## src/rtl/ps2_held_key_tracker.sv

```systemverilog
// Turns the PS/2 byte stream into a last-pressed-wins "currently held key" scan code.
// Handles F0 break and E0 extended prefixes; extended keys never enter the held-key stack.
module ps2_held_key_tracker #(
    parameter int unsigned DEPTH     = 4,
    parameter logic [7:0]  IDLE_CODE = 8'h00
) (
    input  logic       clock,
    input  logic       resetn,
    input  logic [7:0] ps2_key_data,
    input  logic       ps2_key_pressed,
    output logic [7:0] note_select,
    output logic       note_active,
    output logic       note_change,
    output logic [3:0] held_count
);

    localparam int unsigned CW = 4;

    typedef enum logic [1:0] {
        S_IDLE    = 2'd0,
        S_BRK     = 2'd1,
        S_EXT     = 2'd2,
        S_EXT_BRK = 2'd3
    } state_t;

    state_t          state_q, state_d;
    logic [7:0]      stack_q [DEPTH];
    logic [7:0]      stack_d [DEPTH];
    logic [CW-1:0]   count_d;
    logic [DEPTH-1:0] hit;
    logic            do_make, do_break, seen;
    logic [7:0]      top_d;

    // Bytes that are protocol responses rather than keys
    function automatic logic is_ignored(input logic [7:0] code);
        case (code)
            8'h00, 8'hAA, 8'hFA, 8'hFC, 8'hFD, 8'hFE, 8'hFF, 8'hE1: is_ignored = 1'b1;
            default:                                                is_ignored = 1'b0;
        endcase
    endfunction

    // Prefix decoding, stack update and next output values
    always_comb begin
        state_d  = state_q;
        do_make  = 1'b0;
        do_break = 1'b0;
        stack_d  = stack_q;
        count_d  = held_count;
        seen     = 1'b0;
        top_d    = IDLE_CODE;

        if (ps2_key_pressed) begin
            case (state_q)
                S_IDLE: begin
                    if (ps2_key_data == 8'hF0)      state_d = S_BRK;
                    else if (ps2_key_data == 8'hE0) state_d = S_EXT;
                    else                            do_make = !is_ignored(ps2_key_data);
                end
                S_BRK: begin
                    do_break = !is_ignored(ps2_key_data);
                    state_d  = S_IDLE;
                end
                S_EXT: begin
                    state_d = (ps2_key_data == 8'hF0) ? S_EXT_BRK : S_IDLE;
                end
                default: state_d = S_IDLE;
            endcase
        end

        for (int unsigned i = 0; i < DEPTH; i++) begin
            hit[i] = (CW'(i) < held_count) && (stack_q[i] == ps2_key_data);
        end

        if (do_make && (hit == '0)) begin
            if (held_count == CW'(DEPTH)) begin
                // Full: oldest entry falls off the bottom
                for (int unsigned i = 0; i + 1 < DEPTH; i++) begin
                    stack_d[i] = stack_q[i + 1];
                end
                stack_d[DEPTH-1] = ps2_key_data;
            end else begin
                for (int unsigned i = 0; i < DEPTH; i++) begin
                    if (CW'(i) == held_count) stack_d[i] = ps2_key_data;
                end
                count_d = held_count + CW'(1);
            end
        end else if (do_break && (hit != '0)) begin
            // Compact entries above the removed key down one slot
            for (int unsigned i = 0; i < DEPTH; i++) begin
                if (hit[i]) seen = 1'b1;
                if (seen) stack_d[i] = (i + 1 < DEPTH) ? stack_q[i + 1] : IDLE_CODE;
            end
            count_d = held_count - CW'(1);
        end

        for (int unsigned i = 0; i < DEPTH; i++) begin
            if (CW'(i + 1) == count_d) top_d = stack_d[i];
        end
    end

    always_ff @(posedge clock or negedge resetn) begin
        if (!resetn) begin
            state_q     <= S_IDLE;
            held_count  <= '0;
            note_select <= IDLE_CODE;
            note_active <= 1'b0;
            note_change <= 1'b0;
            for (int unsigned i = 0; i < DEPTH; i++) stack_q[i] <= IDLE_CODE;
        end else begin
            state_q     <= state_d;
            stack_q     <= stack_d;
            held_count  <= count_d;
            note_select <= top_d;
            note_active <= (count_d != '0);
            note_change <= (top_d != note_select);
        end
    end

endmodule

```

## config.mk

```make
export PLATFORM = sky130hd
export DESIGN_NAME = ps2_held_key_tracker
export DESIGN_NICKNAME = d
export VERILOG_FILES = /design/src/rtl/ps2_held_key_tracker.sv
export SDC_FILE = /design/constraint.sdc
export NUM_CORES = 1
export LEC_CHECK = 0
export ABC_CLOCK_PERIOD_IN_PS = 3400
export BUFFER_PORTS_ARGS = -buffer_cell sky130_fd_sc_hd__buf_4
export CAP_MARGIN = 20
export CORE_ASPECT_RATIO = 1.25
export CORE_MARGIN = 2
export CORE_UTILIZATION = 25
export CTS_CLUSTER_SIZE = 12
export DETAILED_ROUTE_END_ITERATION = 8
export GPL_TIMING_DRIVEN = 0
export SYNTH_ARGS = -nofsm -noshare
export SYNTH_HDL_FRONTEND = slang
export SYNTH_SLANG_ARGS = --single-unit
```

## constraint.sdc

```tcl
create_clock -name clock -period 3.4 [get_ports clock]
set_clock_uncertainty 0.2 [all_clocks]
set_input_delay 0.34 -clock clock [delete_from_list [all_inputs] [get_ports clock]]
set_output_delay 0.34 -clock clock [all_outputs]
set_load 0.01 [all_outputs]
```

# Word level (Yosys, flattened, before mapping)
# Cells that the tools add are included.
# Widths: inputs -> output; s select.
[totals]
register_bits = 48
[op_classes]
n_reduce_logical = 16
n_eq_ne = 25
n_mux = 47
magnitude_cmp = 4
n_addsub = 2
[ops]
columns = ["operator", "count"]
rows = [
  ["$mux 32", 3],
  ["$mux 8", 12],
  ["$eq 8x8->1 const B", 9],
  ["$eq 8x8->1", 4],
  ["$mux 1", 25],
  ["$eq 2x4->1 const A", 4],
  ["$mux 4", 3],
  ["$eq 1x4->1 const A", 2],
  ["$logic_not 4->1", 2],
  ["$logic_not 8->1", 1],
  ["$lt 1x4->1 const A", 2],
  ["$lt 2x4->1 const A", 2],
  ["$ne 8x8->1", 1],
  ["$reduce_bool 4->1", 2],
  ["$reduce_or 8->1", 1],
  ["$logic_and 1x1->1", 6],
  ["$mux 2", 3],
  ["$add 4x1->4 const B", 1],
  ["$eq 3x4->1 const A", 1],
  ["$eq 4x3->1 const B", 1],
  ["$pmux 2 s2", 1],
  ["$sub 4x1->4 const B", 1],
  ["$ne 3x3->1 const B", 1],
  ["$eq 2x1->1 const B", 1],
  ["other kinds (4)", 5],
]

# Longest topological paths before layout
# Gate-level depths: netlist of run 1.
[logic_depth]
depth_word = 31
mapped_depth = 17
depth_no_buf = 16

# Least setup slack after synthesis of run 1
# No wires, ideal clock.
[synth_path]
path_kind = "flip-flop to flip-flop"
from = "register held_count[0]"
to = "register note_change"
t_arrival_ns = 3.346
n_path_buf = 1
setup_time_ns = 0.131
stages_incl_launch_ff = 16
path_slack_ns = -0.277
path_cell_list = "dfrtp_1 > inv_1 > ha_1 > nand2b_1 > o21ai_0 > or3_1 > nor2b_4 > and3_1 > buf_6 > a21o_1 > o221a_1 > mux2_2 > a32o_1 > xor2_1 > nor4_1 > a21oi_1"
[synth_rtl]
columns = ["element", "line", "rtl"]
rows = [
  ["from (decl)", "14", "output logic [3:0] held_count"],
  ["from (signal assigned)", "112", "held_count <= count_d;"],
  ["to (signal assigned)", "115", "note_change <= (top_d != note_select);"],
  ["to (decl)", "13", "output logic note_change,"],
]

==> results.toml, run 1 <==
[global_route]
antenna_found_initial = 0
grt_max_degree = 49
grt_usage = 0.146
grt_pass1_vias = 3157
grt_pass1_wl_mm = 16.8
grt.overflow.total = 0

[finish]
seqCellArea_um2 = 1210
nNetsFinal = 436
final_layout_size_suffix_gt1_frac = 0.407
area_growth_pct = 37.1
diodes = 0
fillers = 1375
multiInputGateArea_um2 = 2450

[sta]
worst_hold_slack_ns = 0.0640
slew-limit-headroom = 0.562
fin_setup_tns_ns = -0.227
max_freq_mhz = 279
layout_min_cycle_time_ns = 3.58
layout_setup_ws_ns = -0.179
worstMarginPinSlew_ns = 0.657
rsz0062_at_grt = "yes"
slew_viol_final = 0
final_hold_viol_count = 0
setup_violations = 2
finalCritPeriodShare = 1.05

[worst_setup_path]
crit_path_start_kind = "flop"
crit_arrival_ns = 3.55
cpLargestDelayFamily = "simple AND/OR/NAND/NOR gates"
end_kind = "flop"
reg2regPathDepth = 15
cp_slowest_stage_delay_ns = 0.44
critical_path.max_fanout = 8
crit_chain = "inv_4, ha_4, nand2b_4, o21ai_2, or3_4, nor2b_4, and3_4, buf_4, a21o_4, o221a_1, mux2_2, a32o_2, xor2_1, nor4_2, a21oi_1"
crit_required_ns = 3.37
path_depth = 15
cp_num_buf_inv = 2
cp_slowest_cell = "dfrtp_2"
criticalPathCategory = "flop to flop"

[routing]
first_iter_violations = 158
drt_pass1_iterations = 4
routedWlPerCell_um = 17.6
route.vias.total = 2994
drc = 0
drt-total-wl_mm = 10.5
vias_per_cell = 5.03
ant_nets = 0

[yosys]
syn_nets = 362
ys_ff_latch = 48
synth_cells = 345
postSynthAreaPerCell_um2 = 10.1
yosys_warnings = 0
synth_ff_type = "dfrtp_1"
netlist_top_cells_count = "dfrtp_1 (48), nor2_1 (36), xnor2_1 (28), inv_1 (22), xor2_1 (18)"
yosysTopAreaCellShare = 0.344
synth_edf_count = 0
yosysUniqueCellTypes = 65
synthTopCellsByArea = "dfrtp_1 (34%), xnor2_1 (7.0%), mux2i_1 (4.6%)"
synth_area_um2 = 3490
synthArstFlopShare = 1.00
yosysMostFrequentCell = "dfrtp_1"
yosys.area.top_type = "dfrtp_1"
seq_area_frac_synth = 0.344

[clock_network]
cts_buffers = 5
clk_latency_ns = 0.30
cts.clk_slew.worst_paths_ns = 0.07
cts-htree-levels = 2
cts_root_buf = "clkbuf_16"
cts_sinks = 48
cts_tree = "built"
cts_max_path_buffers = 2

[floorplanning]
die_h_um = 136
io_pins = 25
initial_core_util = 0.254
die_w_um = 110
row_count = 48
die_area_um2 = 14900
coreArea_um2 = 13800

[pwr]
power_density_nw_per_um2 = 967
leakagePower_uw = 0.00195
ir_drop_mv = 0.337

[outcome]
violations = "setup timing"
outcome = "complete, but fails checks"

[hold_path]
min_path_cells = 2
min_path_type = "primary input to flop"

[placement]
io_buffers = 23
dp_hpwl_mm = 7.49
gp_congestion = 0.891

[run]
max-cap-violations = 0
per-layer routing:
metal / part of all wire / wire length [um] / vias up / global-route usage
met1: 0.42 / 4420 / 1467 / 0.179
met2: 0.51 / 5340 / 77 / 0.252
met4: 0.033 / 343 / 0 / 0.0591
met5: 0 / 0 / - / 0
met3: 0.037 / 387 / 29 / 0.0235
li1: - / - / 1421 / -
state kept, by name, summed over array words and instances, names as in the netlist:
| register | count |
|---|---|
| state_q | 2 |
| note_select | 8 |
| stack_q | 32 |
| held_count | 4 |
| note_change | 1 |
| note_active | 1 |
placed cells by master, fill, tap and decap left out, drive strengths merged, types with 2 or more instances in the layout:
cell type  count
o21ai          6
or4            5
buf           82
mux2i         16
mux2           8
xnor2         29
a21o           5
o22ai          9
a221oi        12
a21boi         3
o221a          8
a32o           3
nor4           9
nand2          7
nor2b          3
inv           22
a211oi         8
ha             6
nand2b         3
nor2          39
nand3          8
and2           2
nor3           6
clkbuf         9
o32ai          5
xor2          18
or3            8
dfrtp         48
a21oi         10
nand4          5
cell type report:
type                       instances  share of cell area
timing repair buffer              70               0.118
sequential                        48               0.252
buffer                            15              0.0261
multi-input combinational        257               0.512
clock buffer                       7              0.0277
tap                              175              0.0457
inverter                          22              0.0178
clock inverter                     1             0.00105
per-stage QoR:
step	instances	total power, uW	utilization	setup WS, ns	instance area (um2)
6_report	595	4630	0.348	-0.179	4790
3_5_place_dp	543	3330	0.288	-0.699	3970
2_1_floorplan	345	2760	-	-0.000837	3570
4_1_cts	581	4370	0.333	-0.134	4580
3_3_place_gp	543	3300	0.288	-0.631	3970
5_1_grt	595	4920	0.348	-0.353	4790
report_power, final:
group / leakage [uW] / switching (uW) / internal, uW
clock network: 0.0000679 / 220 / 273
logic: 0.00133 / 1570 / 1510
registers: 0.000558 / 229 / 834
timing repair:
item | 4_1_cts | 5_1_grt
gates cloned | 1 | 0
hold endpoints to repair | 48 | 0
pin swaps | 24 | 10
hold buffers | 1 | 0
resized for setup | 50 | 25
endpoints found under the setup margin | 10 | 9
buffers inserted | 31 | 15
kinds of logic after synthesis:
kind of cell	Yosys count	share of synthesized area
and+or+nand+nor	102	0.176
AOI/OAI and AO/OA	78	0.208
DFF	48	0.344
xor gates and xnor gates	47	0.120
buffers and inverters	40	0.0591
muxes	24	0.0716
adders and majority gates	6	0.0215
worst paths after layout:
path | from | endpoint | slack [ns]
worst max-delay path | held_count[0] | note_change | -0.18
worst min-delay path | ps2_key_pressed | state_q[0] | 0.06
worst max register to register | held_count[0] | note_change | -0.18
worst min register to register | state_q[1] | state_q[1] | 0.32
max in group asynchronous | resetn | held_count[2] | 2.11
min in group asynchronous | resetn | stack_q[31] | 0.42
worst reg2reg max path, stage by stage (launching register included):
cell and delay (ns):
dfrtp_2 0.44, inv_4 0.07, ha_4 0.17, nand2b_4 0.09, o21ai_2 0.05, or3_4 0.34
nor2b_4 0.17, and3_4 0.23, buf_4 0.15, a21o_4 0.23, o221a_1 0.27, mux2_2 0.27
a32o_2 0.26, xor2_1 0.16, nor4_2 0.27, a21oi_1 0.10
No activity file was read; power rests on OpenSTA's default activity.
==> run 2, diff against run 1 <==
MAX_ROUTING_LAYER = met4   (was not set)
==> run 2 against run 1 <==
The flow still finishes with violations (setup timing); final area rose by 0.65%; maximum frequency fell by 2.5%; combinational power barely moved; worst setup slack got worse by 0.090 ns; critical path type unchanged.
==> results.toml, run 2 (same netlist as run 1, synthesis figures left out) <==
[pwr]
ir_drop_mv = 0.391
power_density_nw_per_um2 = 971
leakagePower_uw = 0.00195
power_uw = 4680

[global_route]
antenna_found_initial = 0
grt_pass1_vias = 3104
grt_usage = 0.149
grt_max_degree = 49
grt_pass1_wl_mm = 16.6
grt.overflow.total = 0

[worst_setup_path]
end_kind = "flop"
rrSetupSlack_ns = -0.27
crit_path_start_kind = "flop"
reg2reg_to = "note_change"
reg2regPathDepth = 15
crit_arrival_ns = 3.64
criticalPathCategory = "flop to flop"
critical_path.max_fanout = 8
crit_required_ns = 3.37
worstReg2RegStart = "held_count[2]"

[floorplanning]
row_count = 48
die_area_um2 = 14900
coreArea_um2 = 13800
initial_core_util = 0.254
die_w_um = 110
io_pins = 25
die_h_um = 136

[clock_network]
cts_max_path_buffers = 2
cts_buffers = 5
cts-htree-levels = 2
cts_tree = "built"
cts.clk_slew.worst_paths_ns = 0.07
cts_sinks = 48
clk_latency_ns = 0.29
cts_root_buf = "clkbuf_16"

[hold_path]
min_path_cells = 2
hold_start = "ps2_key_pressed"
min_path_type = "primary input to flop"
holdPathEnd = "state_q[0]"

[sta]
layout_setup_ws_ns = -0.269
max_freq_mhz = 273
finalCritPeriodShare = 1.08
slew_viol_final = 0
slew-limit-headroom = 0.564
final_hold_viol_count = 0
layout_min_cycle_time_ns = 3.67
rsz0062_at_grt = "yes"
setup_violations = 8
worstMarginPinSlew_ns = 0.654

[routing]
drt-total-wl_mm = 10.5
routed-wl-met2_mm = 5.51
route.vias.total = 2949
first_iter_violations = 164
met1_length_mm = 4.40
met3_length_um = 295
drt_pass1_iterations = 4
routed.top_layer = "met4"
vias_per_cell = 4.96
drc = 0
ant_nets = 0
routedWlPerCell_um = 17.6

[outcome]
violations = "setup timing"
outcome = "complete, but fails checks"

[finish]
final_layout_size_suffix_gt1_frac = 0.429
final_cells = 595
diodes = 0
mostFrequentLayoutCells = "buf_4 (66), dfrtp_1 (45), nor2_1 (33)"
seqCellArea_um2 = 1200
area_growth_pct = 38.0
largestRegisters = "stack_q: 32 flops, note_select: 8 flops, held_count: 4 flops"
fillers = 1352
largest_register_ffs = 32
layout_commonest_cell = "buf_4"
max_flop_register = "stack_q"
multiInputGateArea_um2 = 2460
nNetsFinal = 436

[placement]
dpl.cell_count = 543
io_buffers = 23
dp_hpwl_mm = 7.56
gp_congestion = 0.895

[run]
max-cap-violations = 0
-- run 2: changes by cell type in the layout (fill, tap and decap cells not counted), sizes merged --
cell / delta
clkinv: -1
clkinvlp: +1
-- run 2: area by class of cell --
type,instances,area share
multi-input combinational,257,0.510
sequential,48,0.250
timing repair buffer,69,0.116
tap,175,0.0454
buffer,16,0.0299
clock buffer,7,0.0296
inverter,22,0.0177
clock inverter,1,0.00156
-- run 2: power breakdown --
part | total (uW) | switching, uW | internal (uW) | leakage (uW)
clock | 517 | 223 | 294 | 0.0000701
sequential | 1070 | 234 | 832 | 0.000559
combinational | 3100 | 1580 | 1520 | 0.00132
-- run 2: worst max path at each step --
| stage | from | cells after the start | slack (ns) | endpoint |
|---|---|---|---|---|
| 2_1_floorplan | held_count[0] | 16 | -0.0008 | note_change |
| 4_1_cts | held_count[0] | 13 | -0.19 | note_change |
| 3_3_place_gp | held_count[0] | 15 | -0.63 | note_change |
| 5_1_grt | held_count[0] | 15 | -0.43 | note_change |
| 3_5_place_dp | held_count[0] | 15 | -0.69 | note_change |
| 6_report | held_count[2] | 15 | -0.27 | note_change |
-- run 2: per-stage QoR --
stage / area, um2 / hold WS (ns) / worst slack (ns) / setup TNS [ns] / utilization
3_5_place_dp: 3970 / 0.209 / -0.693 / -4.53 / 0.288
6_report: 4820 / 0.0494 / -0.269 / -0.893 / 0.350
5_1_grt: 4820 / 0.0611 / -0.426 / -1.89 / 0.350
4_1_cts: 4520 / 0.0569 / -0.185 / -0.186 / 0.329
2_1_floorplan: 3570 / -0.156 / -0.000837 / -0.000837 / -
3_3_place_gp: 3970 / 0.203 / -0.629 / -4.34 / 0.288
-- run 2: repair_timing --
item	CTS	global route
setup buffers	21	24
endpoints found under the hold margin	48	0
setup endpoints to repair	10	9
pin swaps	24	20
hold buffers	1	0
gates resized for setup	50	19
-- run 2: worst max-delay path: stages (launching register included) --
cell and delay [ns]:
dfrtp_1 0.39, buf_6 0.13, or2_4 0.27, nor2_4 0.17, nor4_4 0.07, a41oi_4 0.31, nand3_4 0.18, buf_4 0.17
buf_4 0.13, nor2_4 0.29, a221oi_2 0.14, mux2_4 0.28, a32o_2 0.28, xor2_1 0.16, nor4_2 0.27, a21oi_1 0.10
-- run 2: routing by layer --
metal,vias up,track usage
li1,1420,-
met1,1459,0.177
met2,52,0.257
met3,18,0.0235
met4,0,0.0478
met5,-,-
==> run 3, diff against run 2 <==
--- a/constraint.sdc
+++ b/constraint.sdc
@@ -3,3 +3,3 @@
 set_input_delay 0.34 -clock clock [delete_from_list [all_inputs] [get_ports clock]]
 set_output_delay 0.34 -clock clock [all_outputs]
-set_load 0.01 [all_outputs]
+set_load 0.05 [all_outputs]
==> run 3 against run 2 <==
The flow still finishes with violations (setup timing); critical path depth shrank 1; power grew 6.3%; hold slack gained 0.0057 ns; core utilization shrank 0.52 points; cell count shrank 2.9%; critical path type unchanged; critical endpoint unchanged; largest cell class unchanged.
==> results.toml, run 3 (same netlist as run 1, synthesis figures left out) <==
[outcome]
outcome = "complete, but fails checks"
violations = "setup timing"

[hold_path]
min_path_cells = 2
min_path_type = "primary input to flop"

[worst_setup_path]
path_depth = 14
cp_slowest_stage_delay_ns = 0.53
crit_path_start_kind = "flop"
cp_slowest_cell = "dfrtp_4"
reg2regPathDepth = 14
criticalPathCategory = "flop to flop"
critical_path.max_fanout = 5
crit_arrival_ns = 3.56
crit_chain = "buf_6, ha_4, nor2_4, nor4_4, a41oi_4, nand3_4, buf_4, or3_1, o221a_1, mux2_2, a32o_2, xor2_1, nor4_2, a21oi_1"
end_kind = "flop"
crit_required_ns = 3.39
cpLargestDelayFamily = "simple AND/OR/NAND/NOR gates"
cp_num_buf_inv = 2

[finish]
diodes = 0
nNetsFinal = 419
final_layout_size_suffix_gt1_frac = 0.404
largestRegisters = "stack_q: 32 flops, note_select: 8 flops, held_count: 4 flops"
area_growth_pct = 35.9
fin_util = 0.345
fillers = 1353
largest_register_ffs = 32
max_flop_register = "stack_q"
mostFrequentLayoutCells = "buf_4 (49), dfrtp_1 (44), nor2_1 (34)"
layout_commonest_cell = "buf_4"

[routing]
ant_nets = 0
route.vias.total = 2910
vias_per_cell = 5.03
first_iter_violations = 152
drt-total-wl_mm = 10.5
drc = 0
routedWlPerCell_um = 18.2
drt_pass1_iterations = 4

[global_route]
grt_usage = 0.146
grt.overflow.total = 0
grt_pass1_wl_mm = 16.2
antenna_found_initial = 0
grt_pass1_vias = 3035
grt_max_degree = 49

[clock_network]
cts.clk_slew.worst_paths_ns = 0.07
cts_buffers = 5
cts_max_path_buffers = 2
cts-htree-levels = 2
cts_sinks = 48
cts_root_buf = "clkbuf_16"
cts_tree = "built"
clk_latency_ns = 0.30

[sta]
final_hold_viol_count = 0
fin_setup_tns_ns = -0.874
setup_violations = 8
max_freq_mhz = 280
layout_setup_ws_ns = -0.175
rsz0062_at_grt = "yes"
slew_viol_final = 0
slew-limit-headroom = 0.565
worstMarginPinSlew_ns = 0.652
finalCritPeriodShare = 1.05
layout_min_cycle_time_ns = 3.58

[floorplanning]
die_area_um2 = 14900
initial_core_util = 0.254
die_h_um = 136
io_pins = 25
die_w_um = 110
coreArea_um2 = 13800
row_count = 48

[placement]
dp_hpwl_mm = 7.59
gp_congestion = 0.874
io_buffers = 23

[pwr]
leakagePower_uw = 0.00189
ir_drop_mv = 0.357
power_density_nw_per_um2 = 1050

[run]
max-cap-violations = 0
## run 3: cell count changes in the layout (fill, tap and decap cells not counted), sizes merged
cell / change
bufinv: +2
clkinvlp: -1
inv: +1
buf: -18
clkbuf: -1
## run 3: timing repair
action,4_1_cts,5_1_grt
endpoints found under the setup margin,10,9
pin swaps,15,15
resized for setup,36,27
hold buffers,1,0
endpoints found under the hold margin,48,0
cloned,0,1
buffers inserted,13,15
## run 3: worst paths after layout
kind	from	end	slack (ns)
setup / recovery	held_count[0]	note_change	-0.18
hold / removal	ps2_key_pressed	state_q[0]	0.06
setup reg to reg	held_count[0]	note_change	-0.18
hold reg to reg	state_q[1]	state_q[1]	0.32
max in group asynchronous	resetn	held_count[0]	2.07
min in group asynchronous	resetn	stack_q[31]	0.42
## run 3: power breakdown
part / switching [uW] / internal, uW
combinational: 1740 / 1480
sequential: 254 / 836
clock: 244 / 425
## run 3: worst reg2reg max path, stage by stage (launching register included)
cell,delay (ns)
dfrtp_4,0.53
buf_6,0.15
ha_4,0.16
nor2_4,0.15
nor4_4,0.07
a41oi_4,0.31
nand3_4,0.16
buf_4,0.18
or3_1,0.34
o221a_1,0.14
mux2_2,0.26
a32o_2,0.28
xor2_1,0.16
nor4_2,0.27
a21oi_1,0.09
## run 3: final cells by class
type,instances,area (um2),area share
inverter,22,87.6,0.0184
buffer,15,136,0.0287
tap,175,219,0.0461
clock inverter,3,68.8,0.0145
timing repair buffer,53,454,0.0957
sequential,48,1210,0.255
multi-input combinational,257,2450,0.516
clock buffer,5,125,0.0264
## run 3: metrics by stage
step	cell area (um2)	hold WS (ns)	power [uW]	setup slack [ns]	cells
floorplan	3590	-0.156	2960	-0.106	345
global placement	3980	0.207	3520	-0.641	543
detailed placement	3980	0.218	3550	-0.714	543
CTS	4470	0.0607	4600	-0.199	564
global route	4750	0.0627	5250	-0.382	578
finish	4750	0.0550	4980	-0.175	578
## run 3: routing by layer
layer,GRT usage,up-vias,part of all wire
li1,-,1391,-
met5,-,-,0
met4,0.0485,0,0.022
met3,0.0201,14,0.029
met2,0.251,48,0.52
met1,0.173,1457,0.43
